<file path="config.mk">
export PLATFORM = sky130hd
export DESIGN_NAME = run_controller
export DESIGN_NICKNAME = d
export VERILOG_FILES = /design/src/rtl/run_controller.sv
export SDC_FILE = /design/constraint.sdc
export NUM_CORES = 1
export LEC_CHECK = 0
export CORE_MARGIN = 2
export CORE_UTILIZATION = 54
export DETAILED_ROUTE_END_ITERATION = 6
export MAX_ROUTING_LAYER = met4
export PLACE_DENSITY = 0.78
export SETUP_SLACK_MARGIN = 0.02
export SLEW_MARGIN = 15
export SYNTH_ARGS = -nofsm -noshare
export SYNTH_HDL_FRONTEND = slang
export SYNTH_SLANG_ARGS = --single-unit
</file>
<file path="constraint.sdc">
create_clock -name CLK -period 2.4 [get_ports CLK]
set_clock_uncertainty 0.05 [all_clocks]
set_input_delay 0.48 -clock CLK [delete_from_list [all_inputs] [get_ports CLK]]
set_output_delay 0.48 -clock CLK [all_outputs]
set_load 0.02 [all_outputs]
</file>
<file path="src/rtl/run_controller.sv">
// Run controller: holds the processor in reset, runs it until a halt edge, then a tail window.
// Optional run timeout enabled by defining RUN_CONTROLLER_TIMEOUT_EN.
module run_controller #(
  parameter int unsigned RESET_CYCLES   = 10,
  parameter int unsigned TAIL_CYCLES    = 5,
  parameter logic [31:0] TIMEOUT_CYCLES = 32'd2500000
) (
  input  logic        CLK,
  input  logic        RST,
  input  logic        START,
  input  logic        HALT,
  output logic        CPU_RST_bar,
  output logic        RUNNING,
  output logic        DONE,
  output logic        TIMED_OUT,
  output logic [31:0] CYCLES,
  output logic [2:0]  STATE
);

  typedef enum logic [2:0] {
    S_IDLE    = 3'd0,
    S_HOLD    = 3'd1,
    S_RUN     = 3'd2,
    S_TAIL    = 3'd3,
    S_DONE    = 3'd4,
    S_TIMEOUT = 3'd5
  } state_t;

  localparam logic [7:0] HOLD_LAST = 8'(RESET_CYCLES - 1);
  localparam logic [7:0] TAIL_LAST = 8'(TAIL_CYCLES - 1);

  state_t      state, state_nx;
  logic [7:0]  hold_cnt, hold_nx, tail_cnt, tail_nx;
  logic [31:0] cyc_nx;
  logic        halt_q, halt_edge;

  assign halt_edge = HALT & ~halt_q;
  assign STATE     = state;

  always_comb begin
    state_nx = state;
    hold_nx  = hold_cnt;
    tail_nx  = tail_cnt;
    cyc_nx   = CYCLES;
    case (state)
      S_IDLE, S_DONE, S_TIMEOUT: begin
        if (START) begin
          state_nx = S_HOLD;
          hold_nx  = 8'd0;
          cyc_nx   = 32'd0;
        end
      end
      S_HOLD: begin
        if (hold_cnt == HOLD_LAST) state_nx = S_RUN;
        else                       hold_nx  = hold_cnt + 8'd1;
      end
      S_RUN: begin
        if (halt_edge) begin
          // Halt edge wins over a coincident timeout; CYCLES is not bumped.
          if (TAIL_CYCLES == 0) state_nx = S_DONE;
          else begin
            state_nx = S_TAIL;
            tail_nx  = 8'd0;
          end
        end else if (CYCLES != 32'hFFFF_FFFF) begin
          cyc_nx = CYCLES + 32'd1;
`ifdef RUN_CONTROLLER_TIMEOUT_EN
          if (cyc_nx == TIMEOUT_CYCLES) state_nx = S_TIMEOUT;
`endif
        end
      end
      S_TAIL: begin
        if (tail_cnt == TAIL_LAST) state_nx = S_DONE;
        else                       tail_nx  = tail_cnt + 8'd1;
      end
      default: state_nx = S_IDLE;
    endcase
  end

  // Status outputs are registered from the next state so they line up with STATE.
  always_ff @(posedge CLK) begin
    if (RST) begin
      state       <= S_IDLE;
      hold_cnt    <= 8'd0;
      tail_cnt    <= 8'd0;
      CYCLES      <= 32'd0;
      halt_q      <= 1'b0;
      CPU_RST_bar <= 1'b0;
      RUNNING     <= 1'b0;
      DONE        <= 1'b0;
    end else begin
      state       <= state_nx;
      hold_cnt    <= hold_nx;
      tail_cnt    <= tail_nx;
      CYCLES      <= cyc_nx;
      halt_q      <= (state == S_IDLE || state == S_HOLD) ? 1'b0 : HALT;
      CPU_RST_bar <= (state_nx == S_RUN) || (state_nx == S_TAIL) || (state_nx == S_DONE);
      RUNNING     <= (state_nx == S_RUN) || (state_nx == S_TAIL);
      DONE        <= (state_nx == S_DONE);
    end
  end

`ifdef RUN_CONTROLLER_TIMEOUT_EN
  always_ff @(posedge CLK) begin
    if (RST) TIMED_OUT <= 1'b0;
    else     TIMED_OUT <= (state_nx == S_TIMEOUT);
  end
`else
  assign TIMED_OUT = 1'b0;
`endif

endmodule

</file>
==> reports/qor.csv <==
stage,metric,value,unit
critical_path,"Req. time, crit path",1.87,ns
global_route,first-pass GRT wire length,14.2,mm
cells_and_area,fin nets,436,
cts,clock root cell,clkbuf_8,
synthesis,Post-synth EDFFs,0,
floorplan,row cnt,27,
global_route,initial antenna violation count,0,
cts,hold_buf cts,0,
cts,clk buf depth,2,
synthesis,XOR/XNOR Fraction of Synth Area,2.87,%
cts,Post-CTS Setup Bufs,0,
detailed_routing,Via Count,3125,
status,status,"complete, no violations",
synthesis,Post-Syn Instances,370,
critical_path,CP Buf/Inv Count,1,
floorplan,Die Wd,79.1,um
critical_path,crit-path max cell delay,0.69,ns
floorplan,Initial Util,55.7,%
timing,post-layout min period,2.15,ns
critical_path,CP max-delay cell,clkdlybuf4s50_1,
detailed_routing,metal2 WL,3.99,mm
timing,fmax,465,MHz
floorplan,IO Count,43,
detailed_routing,initial drt markers,265,
timing,Worst Tran Pin Value,0.660,ns
placed_design,DP Wirelength,6.08,mm
detailed_routing,DR WL/cell,16.8,um
cts,clk_lat worst skew,0.32,ns
detailed_routing,Detail Route Antenna Nets,0,
synthesis,Mapped Area,3050,sq um
cts,number of CTS-inserted buffers,5,
floorplan,Die ar.,6260,sq um
run,maxcap violations,0,
cts,Max H-tree Level,2,
cells_and_area,"leading cell type in the layout, fill and taps excluded",dfxtp_1,
timing,Setup TNS Final,0,ns
cells_and_area,fill count,494,
cells_and_area,multi-input logic area,1810,sq um
synthesis,Synth cell types,61,
power_and_ir_drop,Lkg Pwr,0.00133,uW
cells_and_area,synth-to-layout area growth,24.0,%
synthesis,Synth Area in Compound Gates,24.1,%
synthesis,synth warn,0,
cells_and_area,"commonest cells after routing, fill and taps aside","55 x dfxtp_1, 41 x clkdlybuf4s50_1, 30 x nor2_1",
cts,CTS tree,built,
critical_path,Worst EP arrival,1.62,ns
critical_path,kind of critical path,reg2out,
detailed_routing,DRT Pass-1 Iters,5,
critical_path,"delay-heaviest family, CP",buffers and inverters,
detailed_routing,total wire length,8.39,mm
placed_design,# port buffers,41,
synthesis,Post-Syn Nets,379,
synthesis,Yosys reg bits,55,
global_route,number of global-route vias before repair,2940,
cells_and_area,# diodes,0,
detailed_routing,Via density,6.25,
cells_and_area,layout cell share with drive strength beyond 1,11.4,%
synthesis,Synth async-reset ratio,0,%
cts,"Clk pin slew, worst setup/hold paths",0.11,ns
synthesis,post-synthesis adder-cell area fraction,2.05,%
min_path,Hold Path Cell Cnt,2,
cells_and_area,Reg area,1100,sq um
global_route,gr ovfl total,0,
timing,final period utilization,89.6,%
timing,Final Hold Violating Endpoints,0,
timing,Max Transition Viols Final,0,
placed_design,cell total after placement,492,
floorplan,DIE HEIGHT,79.1,um
critical_path,CP Max Fanout,11,
synthesis,Main synth FF type,dfxtp_1,
cts,CTS sink cnt,55,
synthesis,sequential fraction of the synthesis area,36.1,%
synthesis,post-synthesis mux area share,0.985,%
detailed_routing,WL met3,524,um
synthesis,Post-Syn Area per Cell,8.24,sq um
cts,# resized after CTS,0,
min_path,Worst Hold Class,reg2reg,
global_route,GRT Total Usage,29.1,%
cells_and_area,Finished Layout Cells,500,
critical_path,critical path launch point type,register,
placed_design,routability cong.,0.922,
timing,Slew HR,55.5,%
detailed_routing,top sig layer,met4,
timing,Final Setup Violations,0,
timing,RSZ-0062 raised after global routing,no,
detailed_routing,met1 wire length,3.76,mm
synthesis,largest family of logic cells by synthesized area,simple AND/OR/NAND/NOR gates,
synthesis,Simple-Gate Fraction of Synth Area,29.3,%
power_and_ir_drop,pwr dens,414,nW/um^2
detailed_routing,Post-route DRC,0,
critical_path,CP Depth,1,
critical_path,CP Cell Sequence,clkdlybuf4s50_1,
critical_path,CP endpoint kind,output pin,
global_route,pin count of the biggest net entering global routing,18,
floorplan,core area,5470,sq um
critical_path,Worst Reg-to-Reg Cells,5,
power_and_ir_drop,peak supply drop,0.000279,V
[cell type report]
cell class	instances	share of cell area [%]
Clock inverter	2	0.430
Clock buffer	6	2.19
Sequential cell	55	29.1
Inverter	13	1.29
Tap cell	72	2.38
Multi-Input combinational cell	284	48.0
Timing Repair Buffer	68	16.6
[Yosys cell counts, types with 4 or more instances]
master | number | area [sq um]
dfxtp_1 | 55 | 1100
nor2_1 | 30 | 113
nand2_1 | 29 | 109
nand3_1 | 27 | 135
o21ai_0 | 24 | 120
a31oi_1 | 19 | 119
a21oi_1 | 15 | 75.1
nand4_1 | 15 | 93.8
inv_1 | 13 | 48.8
o31ai_1 | 12 | 90.1
and3_1 | 8 | 50.1
buf_2 | 8 | 40.0
nor4_1 | 8 | 50.1
clkbuf_1 | 7 | 26.3
nor3_1 | 7 | 35.0
a41oi_1 | 6 | 52.6
or3_1 | 6 | 37.5
xor2_1 | 6 | 52.6
and4_1 | 5 | 43.8
ha_1 | 5 | 62.6
a311oi_1 | 4 | 35.0
o2111ai_1 | 4 | 35.0
xnor2_1 | 4 | 35.0
[final timing paths]
path                    start     endpoint  slack [ns]
hold / removal    tail_cnt[1]  tail_cnt[1]        0.46
setup / recovery     STATE[2]     STATE[2]        0.25
hold reg to reg   tail_cnt[1]  tail_cnt[1]        0.46
setup reg to reg    CYCLES[4]   CYCLES[15]        0.26
[power by group]
group	switching (uW)	leakage, uW	internal [uW]
Sequential	4.82	0.000443	915
Clock	326	0.0000474	237
Combinational	53.0	0.000837	28.0
[logic make-up after synthesis]
group | after synthesis
and+or+nand+nor | 159
AOI/OAI and AO/OA | 106
DFF | 55
buffers and inverters | 31
xor gates and xnor gates | 10
adders and majority gates | 5
muxes | 3
other | 1
[stage by stage]
step	util [%]	area (sq um)	worst slack, ns	hold slack, ns	power, uW
2_1_floorplan	-	3050	0.373	0.407	987
3_3_place_gp	67.1	3670	-0.0330	0.429	1020
3_5_place_dp	67.1	3670	-0.0801	0.452	1020
4_1_cts	69.0	3770	0.179	0.469	1560
5_1_grt	69.0	3780	0.0439	0.498	1610
6_report	69.0	3780	0.249	0.464	1560
[registers in the layout, indices dropped and copies added, names as in the netlist]
signal / cells
CYCLES: 32
DONE: 1
tail_cnt: 8
STATE: 3
CPU_RST_bar: 1
RUNNING: 1
hold_cnt: 8
halt_q: 1
[metal layers]
layer | global-route usage (%) | up-vias
met5 | - | -
met3 | 4.09 | 17
met2 | 46.8 | 117
met1 | 37.9 | 1460
li1 | - | 1531
met4 | 9.31 | 0
Note: power is estimated with default switching activity, not from simulation.
